File: config.mk
export PLATFORM = sky130hd
export DESIGN_NAME = flash_read_responder
export DESIGN_NICKNAME = d
export VERILOG_FILES = /design/src/rtl/audio_flash_pkg.sv /design/src/rtl/access_timer.sv /design/src/rtl/flash_read_responder.sv
export SDC_FILE = /design/constraint.sdc
export NUM_CORES = 1
export LEC_CHECK = 0
export ABC_AREA = 1
export ABC_CLOCK_PERIOD_IN_PS = 4150
export CAP_MARGIN = 0
export CELL_PAD_IN_SITES_DETAIL_PLACEMENT = 2
export CELL_PAD_IN_SITES_GLOBAL_PLACEMENT = 2
export CORE_ASPECT_RATIO = 0.8
export CORE_MARGIN = 1.5
export CORE_UTILIZATION = 24
export CTS_CLUSTER_SIZE = 14
export DETAILED_ROUTE_END_ITERATION = 8
export GPL_ROUTABILITY_DRIVEN = 0
export PLACE_DENSITY = 0.91
export SLEW_MARGIN = 15
export SYNTH_ARGS = -nofsm -noshare
export SYNTH_HDL_FRONTEND = slang
export SYNTH_SLANG_ARGS = --single-unit
File: constraint.sdc
create_clock -name clk -period 4.15 [get_ports clk]
set_clock_uncertainty 0.2 [all_clocks]
set_input_delay 0.6225 -clock clk [delete_from_list [all_inputs] [get_ports clk]]
set_output_delay 0.6225 -clock clk [all_outputs]
set_load 0.01 [all_outputs]
File: src/rtl/audio_flash_pkg.sv
// Shared types and constants for the audio flash read path.
// Latency: n/a (package only).
// Backpressure: n/a (package only).
package audio_flash_pkg;

    localparam int DATA_W              = 32;
    localparam int BE_W                = 4;
    localparam int DEFAULT_WAIT_CYCLES = 4;

    typedef enum logic [1:0] {
        IDLE    = 2'd0,
        ACCESS  = 2'd1,
        CAPTURE = 2'd2,
        RESPOND = 2'd3
    } resp_state_t;

    function automatic logic [DATA_W-1:0] apply_byte_mask(
        input logic [DATA_W-1:0] data,
        input logic [BE_W-1:0]   be
    );
        logic [DATA_W-1:0] masked;
        masked = data;
        for (int i = 0; i < BE_W; i++) begin
            if (!be[i]) begin
                masked[8*i +: 8] = 8'h00;
            end
        end
        return masked;
    endfunction

endpackage

File: src/rtl/access_timer.sv
// Loadable down-counter that stops at zero and flags it.
// Latency: load takes effect next cycle; zero flag is combinational from the count.
// Backpressure: none; decrements only while i_dec is high.
module access_timer #(
    parameter int W = 3
) (
    input  logic         i_clk,
    input  logic         i_rst_n,
    input  logic         i_load,
    input  logic [W-1:0] i_load_val,
    input  logic         i_dec,
    output logic         o_zero
);

    logic [W-1:0] r_count;

    always_ff @(posedge i_clk or negedge i_rst_n) begin
        if (!i_rst_n) begin
            r_count <= '0;
        end else if (i_load) begin
            r_count <= i_load_val;
        end else if (i_dec && (r_count != '0)) begin
            r_count <= r_count - 1'b1;
        end
    end

    assign o_zero = (r_count == '0);

endmodule

File: src/rtl/flash_read_responder.sv
// Avalon-MM single-word read slave over a sync-read sample memory; FLASH_RESPONDER_BYTE_MASK_EN zeroes disabled byte lanes.
// Latency: accept-to-readDataValid is WAIT_CYCLES+2; one outstanding request.
// Backpressure: waitRequest high in ACCESS/CAPTURE and during reset; requests presented then are ignored.
module flash_read_responder
    import audio_flash_pkg::*;
#(
    parameter int ADDR_W      = 23,
    parameter int MEM_WORDS   = 2**20,
    parameter int WAIT_CYCLES = DEFAULT_WAIT_CYCLES
) (
    input  logic              clk,
    input  logic              reset,
    input  logic [ADDR_W-1:0] address,
    input  logic              read,
    input  logic [BE_W-1:0]   byteEnable,
    output logic              waitRequest,
    output logic [DATA_W-1:0] readData,
    output logic              readDataValid,
    output logic              addrError,
    output logic [ADDR_W-1:0] memAddress,
    output logic              memRead,
    input  logic [DATA_W-1:0] memData
);

    localparam int                TW         = $clog2(WAIT_CYCLES) + 1;
    localparam logic [TW-1:0]     TIMER_LOAD = TW'(WAIT_CYCLES - 1);
    localparam logic [ADDR_W:0]   ADDR_LIMIT = (ADDR_W + 1)'(MEM_WORDS);

    resp_state_t       r_state;
    resp_state_t       w_state_nxt;
    logic [ADDR_W-1:0] r_addr;
    logic [BE_W-1:0]   r_be;
    logic              r_oor;
    logic [DATA_W-1:0] r_rdata;
    logic              w_accept;
    logic              w_range_err;
    logic              w_timer_zero;
    logic [DATA_W-1:0] w_capture;

    // IDLE and RESPOND are the only states that can take a new request.
    assign w_accept    = read && ((r_state == IDLE) || (r_state == RESPOND));
    assign w_range_err = ({1'b0, address} >= ADDR_LIMIT);

`ifdef FLASH_RESPONDER_BYTE_MASK_EN
    assign w_capture = apply_byte_mask(memData, r_be);
`else
    logic w_be_unused;
    assign w_be_unused = ^r_be;
    assign w_capture   = memData;
`endif

    access_timer #(
        .W(TW)
    ) u_access_timer (
        .i_clk      (clk),
        .i_rst_n    (reset),
        .i_load     (w_accept),
        .i_load_val (TIMER_LOAD),
        .i_dec      (r_state == ACCESS),
        .o_zero     (w_timer_zero)
    );

    always_comb begin
        w_state_nxt = r_state;
        unique case (r_state)
            IDLE:    if (read) w_state_nxt = ACCESS;
            ACCESS:  if (w_timer_zero) w_state_nxt = CAPTURE;
            CAPTURE: w_state_nxt = RESPOND;
            RESPOND: w_state_nxt = read ? ACCESS : IDLE;
            default: w_state_nxt = IDLE;
        endcase
    end

    always_ff @(posedge clk or negedge reset) begin
        if (!reset) begin
            r_state <= IDLE;
            r_addr  <= '0;
            r_be    <= '0;
            r_oor   <= 1'b0;
            r_rdata <= '0;
        end else begin
            r_state <= w_state_nxt;
            if (w_accept) begin
                r_addr <= address;
                r_be   <= byteEnable;
                r_oor  <= w_range_err;
            end
            if (r_state == CAPTURE) begin
                r_rdata <= r_oor ? '0 : w_capture;
            end
        end
    end

    // Stall is forced during reset so nothing is accepted before the FSM is live.
    assign waitRequest   = !reset || (r_state == ACCESS) || (r_state == CAPTURE);
    assign memRead       = (r_state == ACCESS) && w_timer_zero && !r_oor;
    assign memAddress    = r_addr;
    assign readData      = r_rdata;
    assign readDataValid = (r_state == RESPOND);
    assign addrError     = (r_state == RESPOND) && r_oor;

endmodule

==> impl_results.md, run 1 <==
* Maximum VDD drop at 0.273 mV
* Cells after synthesis at 296
* Outcome: finished clean
* Total gr overflow at 0
* Share of cells above drive strength 1 at 0.0482
* Crit Path Max Fanout at 5
* Cell Chain, Critical Path: inv_1, ha_1, inv_1, nor3_1, clkdlybuf4s50_1
* Slew @ Worst Pin at 1.07 ns
* TritonCTS buffer count at 9
* Routed len/inst at 15.5 um
* #FFs+latches synth at 61
* Postcts setup bufs at 0
* Clk_lat worst skew at 0.32 ns
* H-tree Lvls at 3
* Worst stage delay on the critical path at 0.57 ns
* Largest net degree at the start of global routing at 65
* Met3 WL at 758 um
* Number of max-cap violations at 0
* YS warnings at 0
* Row cnt at 33
* Filler Cell Count at 1168
* Tot Pwr at 3220 uW
* Area of the mapped netlist at 2600 um2
* Area Growth Syn to Fin at 58.9%
* EDFF count, synth at 0
* Netlist cell types at 16
* CP most frequent cell: inv_1
* Port buffer count at 116
* CTS tree: built
* Max layer used: met4
* Cell taking the most area after synthesis: dfrtp_1
* First-pass GRT wire length at 14000 um
* CP delay by family, top: buffers and inverters
* Tmin final at 2.73 ns
* M1 wire length at 3610 um
* Register area share after synthesis at 0.586
* Crit path buf inv count at 3
* Final setup viols at 0
* Metal2 WL at 4150 um
* Cell Pwr Density at 777 nW/um2
* Iter 0 DRT Violations at 38
* GR Util All Layers at 0.160
* Post-synth ARST share at 1.00
* Initial Util at 0.250
* WP data required at 3.33 ns
* Crit-path slowest cell: clkdlybuf4s50_1
* Number of global-route vias before repair at 2726
* Commonest cells in the netlist: 82 x nand2_1, 61 x dfrtp_1, 47 x inv_1, 38 x nand3_1, 36 x o21ai_0
* Max Root-Sink Buffers at 2
* Top Ports at 121
* Period utilization at 0.657
* Syn Area/Cell at 8.80 um2
* Final Hold Fails at 0
* Top-area cell type share of the netlist area at 0.586
* DR vias at 2420
* CP Class: register to output pin
* Top FF cell, synth: dfrtp_1
* Max-slew violations at 0
* Leakage at 0.00191 uW
* Antenna diodes at 0
* Final WL at 8620 um
* Highest Clock Rate at 0.367 GHz
* Detailed Routing Iterations Pass 1 at 4
* Top post-synthesis cells by area: dfrtp_1 59%, nand2_1 12%, nand3_1 7.3%, o21ai_0 6.9%, inv_1 6.8%
* HP Class: register to register
* Post_cts resized at 0
* Drt drc at 0
* Most common cell in the netlist: nand2_1
* Cts hold-fix bufs at 0
* ANT nets after route at 0
* Vias per inst at 4.36
* Slew HR at 0.288
* Syn nets at 365
* Setup TNS at 0 ns
* CORE AREA at 10400 um2
* Worst setup SP type: register
* DPL Wire Length at 6320 um
* Die ar. at 11500 um2
* Nets at 480
* Die Wd at 119 um
* Critical path endpoint category: output pin
* Initial antenna violation count at 0
* WP data arrival at 1.90 ns
* Clock Sinks at 61
* RSZ-0062 raised after global routing: false
* Die H at 96.2 um
* CTS root buffer: clkbuf_16
* Reg clk slew, reported paths at 0.05 ns
[final cells by class]
type | instances | area, um2 | area share
clock buffers | 13 | 250 | 0.0604
well taps | 140 | 175 | 0.0423
clock inverters | 2 | 10.0 | 0.00242
multi-input cells | 171 | 816 | 0.197
inverters | 49 | 184 | 0.0444
flip-flops and latches | 61 | 1530 | 0.369
repair buffers | 119 | 1180 | 0.285
[flip-flops by register name, indices dropped and copies added (netlist names)]
register                cells
r_oor                       1
memAddress                 23
r_state                     2
u_access_timer.r_count      3
readData                   32
[stage by stage]
stage | std cells | setup WS [ns] | area [um2] | utilization | hold slack (ns)
5_1_grt | 555 | 1.28 | 4140 | 0.398 | 0.292
3_3_place_gp | 540 | 1.77 | 3880 | 0.373 | 0.253
4_1_cts | 555 | 1.38 | 4140 | 0.398 | 0.275
6_report | 555 | 1.42 | 4140 | 0.398 | 0.266
3_5_place_dp | 540 | 1.74 | 3880 | 0.373 | 0.262
2_1_floorplan | 296 | 2.09 | 2610 | - | 0.127
[per-layer routing]
layer | vias up | GRT usage
met5 | - | 0
met4 | 0 | 0.0536
met3 | 10 | 0.0705
met2 | 100 | 0.276
met1 | 1168 | 0.179
li1 | 1142 | -
[placed cells by master (no fill, tap or decap)]
cell type        count
clkbuf_16            9
a21oi_1              1
ha_2                 1
clkbuf_8             1
clkbuf_1             3
nor2_4               1
clkdlybuf4s50_1    115
dfrtp_1             61
nor3_1               1
nand2_1             82
buf_4                3
clkinv_2             2
inv_2                2
o21ai_0             36
nand3_1             38
buf_2                1
nor2_1               3
inv_1               47
ha_1                 6
nand3b_1             2
[power breakdown]
| part | internal [uW] | switching [uW] | total (uW) |
|---|---|---|---|
| clock network | 415 | 250 | 664 |
| logic | 705 | 794 | 1500 |
| registers | 888 | 167 | 1050 |
| total | 2010 | 1210 | 3220 |
[worst paths after layout]
check,start,endpoint,slack (ns),depth (start not counted)
worst min-delay path,memAddress[4],memAddress[4],0.27,2
worst min register to register,memAddress[4],memAddress[4],0.27,2
worst max-delay path,r_state[1],memRead,1.42,5
max in group asynchronous,reset,u_access_timer.r_count[1],2.91,2
worst max register to register,r_state[0],memAddress[21],2.05,7
min in group asynchronous,reset,readData[3],0.31,2
[cells by family after synthesis]
family,share of synthesized area
AOI/OAI and AO/OA,0.0711
adders and majority gates,0.0336
buffers and inverters,0.102
DFF,0.586
and+or+nand+nor,0.207
[worst min-delay path: cells and delay by family, from the launching register on]
kind,cells,cell delay [ns]
DFF,1,0.34
and+or+nand+nor,2,0.10
No activity file was read; power rests on OpenSTA's default activity.
==> run 2: changes to the inputs <==
ABC_CLOCK_PERIOD_IN_PS = 2200   (was 4150)
CORE_UTILIZATION = 20   (was 24)
PLACE_DENSITY = 0.81   (was 0.91)
clock period = 2.2 ns   (was 4.15 ns; I/O delays follow)
==> run 2 against run 1 <==
Effect of this change:
- cell count up 7.0%
- worst hold slack worse by 0.22 ns
- sequential share of layout area down 1.1 points
- power up 98%
- clock power up 130%
- first-iteration DRC count up 61%
- non-clock buffer count up 3
- combinational power up 91%
- final area up 3.1%
- register-to-register slack worse by 1.7 ns
- routed wire length up 2.3%
- global-route usage down 2.3 points
==> impl_results.md, run 2 (synthesis gave the netlist of run 1 again) <==
* Initial antenna violation count at 1 (+1)
* Initial Util at 0.204 (-0.0465)
* Cell Pwr Density at 1490 nW/um2 (+92%)
* Leakage at 0.00197 uW (+3.1%)
* Row cnt at 37 (+12%)
* Tot Pwr at 6370 uW (+98%)
* Max-slew violations at 0 (unchanged)
* Tmin final at 2.15 ns
* Combinational Power Share at 0.451 (-0.015)
* Reg clk slew, reported paths at 0.05 ns (about the same)
* WP data required at 1.67 ns (-1.66 ns)
* Final WL at 8820 um (+2.3%)
* Finished Cell Area at 4270 um2 (+3.1%)
* Pint at 4050 uW (+100%)
* Clk_lat worst skew at 0.32 ns (about the same)
* WP data arrival at 1.62 ns (-0.28 ns)
* ANT nets after route at 0 (unchanged)
* Port buffer count at 116 (unchanged)
* CTS tree: built
* Crit path buf inv count at 2 (-1)
* Drt drc at 0 (unchanged)
* Clock network fraction of design power at 0.237 (+0.031)
* Highest Clock Rate at 0.466 GHz
* Nets at 483 (+0.63%)
* Setup TNS at 0 ns (unchanged)
* Most common cell after layout, fill and taps aside: clkdlybuf4s50_1
* Sequential power share at 0.312 (-0.016)
* Max Root-Sink Buffers at 2 (unchanged)
* Iter 0 DRT Violations at 61 (+61%)
* Die Wd at 131 um (+9.3%)
* Crit Path Max Fanout at 5 (unchanged)
* Die ar. at 13700 um2 (+19%)
* Die H at 105 um (+9.2%)
* Cell Chain, Critical Path: inv_1, ha_2, nand3b_1, dlygate4sd2_1
* Outcome: finished clean
* Maximum VDD drop at 0.426 mV (+56%)
* CORE AREA at 12800 um2 (+23%)
* CTS root buffer: clkbuf_16
* Final Util at 0.334 (-0.0638)
* TritonCTS buffer count at 9 (unchanged)
* Max FFs per register at 32 (unchanged)
* H-tree Lvls at 3 (unchanged)
* Clock Sinks at 61 (unchanged)
* Detailed Routing Iterations Pass 1 at 4 (unchanged)
* Final Hold Fails at 0 (unchanged)
* RSZ-0062 raised after global routing: false
* Met2 Use GR at 0.230 (-0.0462)
* Area Growth Syn to Fin at 63.9%
* DR vias at 2440 (+0.83%)
* HP Class: primary input to asynchronous set/reset pin
* Most frequent cells in the layout: 112 x clkdlybuf4s50_1, 82 x nand2_1, 61 x dfrtp_1
* Met3 Use GR at 0.0691 (-0.00137)
* Period utilization at 0.976
* First-pass GRT wire length at 14300 um (+2.1%)
* Number of max-cap violations at 0 (unchanged)
* Crit-path slowest cell: dfrtp_1
* Share of cells above drive strength 1 at 0.0622 (+0.0140)
* GR Util All Layers at 0.137 (-0.0227)
* Switch Pwr at 2330 uW (+92%)
* Routed len/inst at 14.8 um (-4.4%)
* Hold slack at 0.0424 ns (-0.224 ns)
* Placed Instance Area at 3950 um2 (+1.7%)
* Slew HR at 0.448 (+0.160)
* Worst stage delay on the critical path at 0.42 ns (-0.15 ns)
* Critical path endpoint category: output pin
* GR peak layer: met2
* Vias per inst at 4.11 (-5.8%)
* Filler Cell Count at 1444 (+24%)
* Switching part of the total power at 0.365 (-0.0112)
* Number of global-route vias before repair at 2822 (+3.5%)
* Slew @ Worst Pin at 0.828 ns (-0.238 ns)
* Top Ports at 121 (unchanged)
* Largest net degree at the start of global routing at 65 (unchanged)
* Worst setup SP type: register
* Final setup viols at 0 (unchanged)
* Total gr overflow at 0 (unchanged)
* CP delay by family, top: buffers and inverters
* M1 GR Usage at 0.148 (-0.0308)
* DPL Wire Length at 6390 um (+1.1%)
* CP Class: register to output pin
run 2: worst paths after layout:
path | slack (ns) | depth (start not counted) | startpoint | to
setup / recovery | 0.05 | 4 | r_state[0] | waitRequest
hold / removal | 0.04 | 2 | reset | readData[24]
setup reg to reg | 0.32 | 5 | r_state[0] | readData[13]
hold reg to reg | 0.27 | 2 | memAddress[14] | memAddress[14]
max in group asynchronous | 1.21 | 2 | reset | readData[18]
min in group clk | 0.27 | 2 | memAddress[14] | memAddress[14]
run 2: cell type report:
cell class | count | area [um2] | area share
multi-input combinational | 171 | 821 | 0.192
sequential | 61 | 1530 | 0.358
inverter | 49 | 184 | 0.0431
tap | 175 | 219 | 0.0513
antenna | 1 | 2.50 | 0.000586
timing repair buffer | 122 | 1200 | 0.281
clock buffer | 11 | 243 | 0.0569
clock inverter | 4 | 72.6 | 0.0170
run 2: routing by layer:
| layer | wire length, um | vias up |
|---|---|---|
| met5 | 0 | - |
| met4 | 184 | 0 |
| met3 | 894 | 14 |
| met2 | 4100 | 99 |
| met1 | 3640 | 1176 |
| li1 | - | 1151 |
run 2: timing repair:
action | in CTS | in global routing
hold buffers | 0 | 0
endpoints found under the hold margin | 0 | 0
endpoints found under the setup margin | 2 | 2
gates resized for setup | 2 | 2
buffers inserted | 0 | 0
run 2: metrics by stage:
| stage | worst slack (ns) | cells |
|---|---|---|
| floorplan | 0.436 | 296 |
| global placement | 0.164 | 578 |
| detailed placement | 0.117 | 578 |
| CTS | 0.00760 | 593 |
| global route | 0.00500 | 593 |
| finish | 0.0538 | 594 |
run 2: power by group through the flow:
stage	logic, uW	clock network [uW]	registers [uW]
after global placement	2790	0	1960
final	2870	1510	1990
after floorplan	1140	0	2200
after detailed placement	2940	0	2020
after global routing	3240	1620	2060
after CTS	2950	1580	2010
==> run 3: changes to the inputs <==
CTS_BUF_LIST = sky130_fd_sc_hd__clkbuf_16   (was default)
==> run 3 against run 2 <==
Effect of this change:
- die area is the same
- sequential power hardly changed
- largest power group unchanged
- maximum frequency unchanged
- combinational power about the same
- register-to-register slack about the same
- cell count unchanged
- first-iteration DRC count increased by 1.6%
- setup slack about the same
- routed wire length up 0.29%
- worst hold slack lost 0.00077 ns
- critical path depth stayed put
- global-route usage is essentially flat
==> impl_results.md, run 3 (synthesis gave the netlist of run 1 again) <==
* Crit-path slowest cell: dfrtp_1
* Postcts setup bufs at 0 (unchanged)
* Final Util at 0.333 (-0.000784)
* Cell Chain, Critical Path: inv_1, ha_2, nand3b_1, dlygate4sd2_1
* Clock Sinks at 61 (unchanged)
* Detailed Routing Iterations Pass 1 at 4 (unchanged)
* WP data arrival at 1.62 ns (about the same)
* Die ar. at 13700 um2 (unchanged)
* Setup TNS at 0 ns (unchanged)
* Period utilization at 0.976 (about the same)
* Outcome: finished clean
* Crit Path Max Fanout at 5 (unchanged)
* RSZ-0062 raised after global routing: false
* Tmin final at 2.15 ns (+0.00000110 ns)
* Final Hold Fails at 0 (unchanged)
* DP Cell Count at 578 (unchanged)
* CP Class: register to output pin
* Nets at 483 (unchanged)
* DR vias at 2443 (+0.12%)
* First-pass GRT wire length at 14300 um (about the same)
* Worst setup SP type: register
* Routed len/inst at 14.9 um (+0.29%)
* Largest net degree at the start of global routing at 65 (unchanged)
* Highest Clock Rate at 0.466 GHz (unchanged)
* Leakage at 0.00197 uW (about the same)
* Max Root-Sink Buffers at 2 (unchanged)
* Cts hold-fix bufs at 0 (unchanged)
* Vias per inst at 4.11 (+0.12%)
* Non-filler cells, final at 594 (unchanged)
* DPL Wire Length at 6390 um (unchanged)
* Placed Instance Area at 3950 um2 (unchanged)
* Final WL at 8840 um (+0.29%)
* Cell Pwr Density at 1490 nW/um2 (-0.33%)
* Area Growth Syn to Fin at 63.5%
* Iter 0 DRT Violations at 62 (+1.6%)
* Top Ports at 121 (unchanged)
* CORE AREA at 12800 um2 (unchanged)
* Reg clk slew, reported paths at 0.05 ns (about the same)
* CTS root buffer: clkbuf_16
* Number of global-route vias before repair at 2822 (unchanged)
* Share of cells above drive strength 1 at 0.0598 (-0.00239)
* TritonCTS buffer count at 9 (unchanged)
* Cells on worst reg2reg path at 5 (unchanged)
* Drt drc at 0 (unchanged)
* Row cnt at 37 (unchanged)
* ANT nets after route at 0 (unchanged)
* Final setup viols at 0 (unchanged)
* Slew @ Worst Pin at 0.826 ns (-0.00186 ns)
* Critical path endpoint category: output pin
* Worst stage delay on the critical path at 0.42 ns (about the same)
* Max-slew violations at 0 (unchanged)
* Total gr overflow at 0 (unchanged)
* Die Wd at 131 um (unchanged)
* Initial antenna violation count at 1 (unchanged)
* Initial Util at 0.204 (unchanged)
* Most common cell after layout, fill and taps aside: clkdlybuf4s50_1
* Clk_lat worst skew at 0.32 ns (about the same)
* WP data required at 1.67 ns (about the same)
* Die H at 105 um (unchanged)
* Most frequent cells in the layout: 112 x clkdlybuf4s50_1, 82 x nand2_1, 61 x dfrtp_1
* Finished Cell Area at 4260 um2 (-0.23%)
* Number of max-cap violations at 0 (unchanged)
* CTS tree: built
* HP Class: primary input to asynchronous set/reset pin
* Port buffer count at 116 (unchanged)
* Slew HR at 0.449 (+0.00124)
* H-tree Lvls at 3 (unchanged)
* Max FFs per register at 32 (unchanged)
* Maximum VDD drop at 0.424 mV (-0.36%)
* GR Util All Layers at 0.137 (+0.000216)
==> run 3: repair_timing <==
| item | in CTS | in global routing |
|---|---|---|
| cloned | 0 | 0 |
| pin swaps | 0 | 0 |
| endpoints found under the setup margin | 2 | 2 |
| resized for setup | 2 | 2 |
==> run 3: through the flow <==
step           total power (uW)  worst slack (ns)  hold WS [ns]
6_report                   6340            0.0538        0.0417
5_1_grt                    6890           0.00500         0.120
4_1_cts                    6500           0.00760        0.0887
3_5_place_dp               4960             0.117         0.262
3_3_place_gp               4750             0.164         0.254
2_1_floorplan              3340             0.436        -0.166
==> run 3: layout make-up <==
type | instances | area, um2
Inverter | 49 | 184
Clock buffer | 9 | 225
Antenna cell | 1 | 2.50
Fill cell | 1444 | 8520
Sequential cell | 61 | 1530
Multi-Input combinational cell | 171 | 821
Tap cell | 175 | 219
Timing Repair Buffer | 122 | 1200
Clock inverter | 6 | 80.1
==> run 3: final timing paths <==
check                                from        endpoint  slack, ns
max in group asynchronous           reset    readData[18]       1.21
min in group clk           memAddress[14]  memAddress[14]       0.27
min                                 reset    readData[24]       0.04
min reg2reg                memAddress[14]  memAddress[14]       0.27
max                            r_state[0]     waitRequest       0.05
max reg2reg                    r_state[0]    readData[13]       0.32
==> run 3: report_power, final <==
group          switching [uW]  internal (uW)  leakage (uW)
clock                     496            974      0.000150
sequential                314           1670      0.000776
combinational            1520           1360       0.00104
total                    2330           4010       0.00197
==> run 3: worst max-delay path: cells and delay by family, from the launching register on <==
kind,cells,cell delay [ns]
buffers and inverters,2,0.45
DFF,1,0.42
and+or+nand+nor,1,0.22
adders and majority gates,1,0.20
==> run 3: routing by layer <==
layer | wire, um | GRT usage | share of wire | vias up
li1 | - | - | - | 1151
met1 | 3620 | 0.148 | 0.41 | 1179
met2 | 4100 | 0.230 | 0.46 | 99
met3 | 933 | 0.0712 | 0.11 | 14
met4 | 184 | 0.0495 | 0.021 | 0
met5 | 0 | 0 | 0 | -
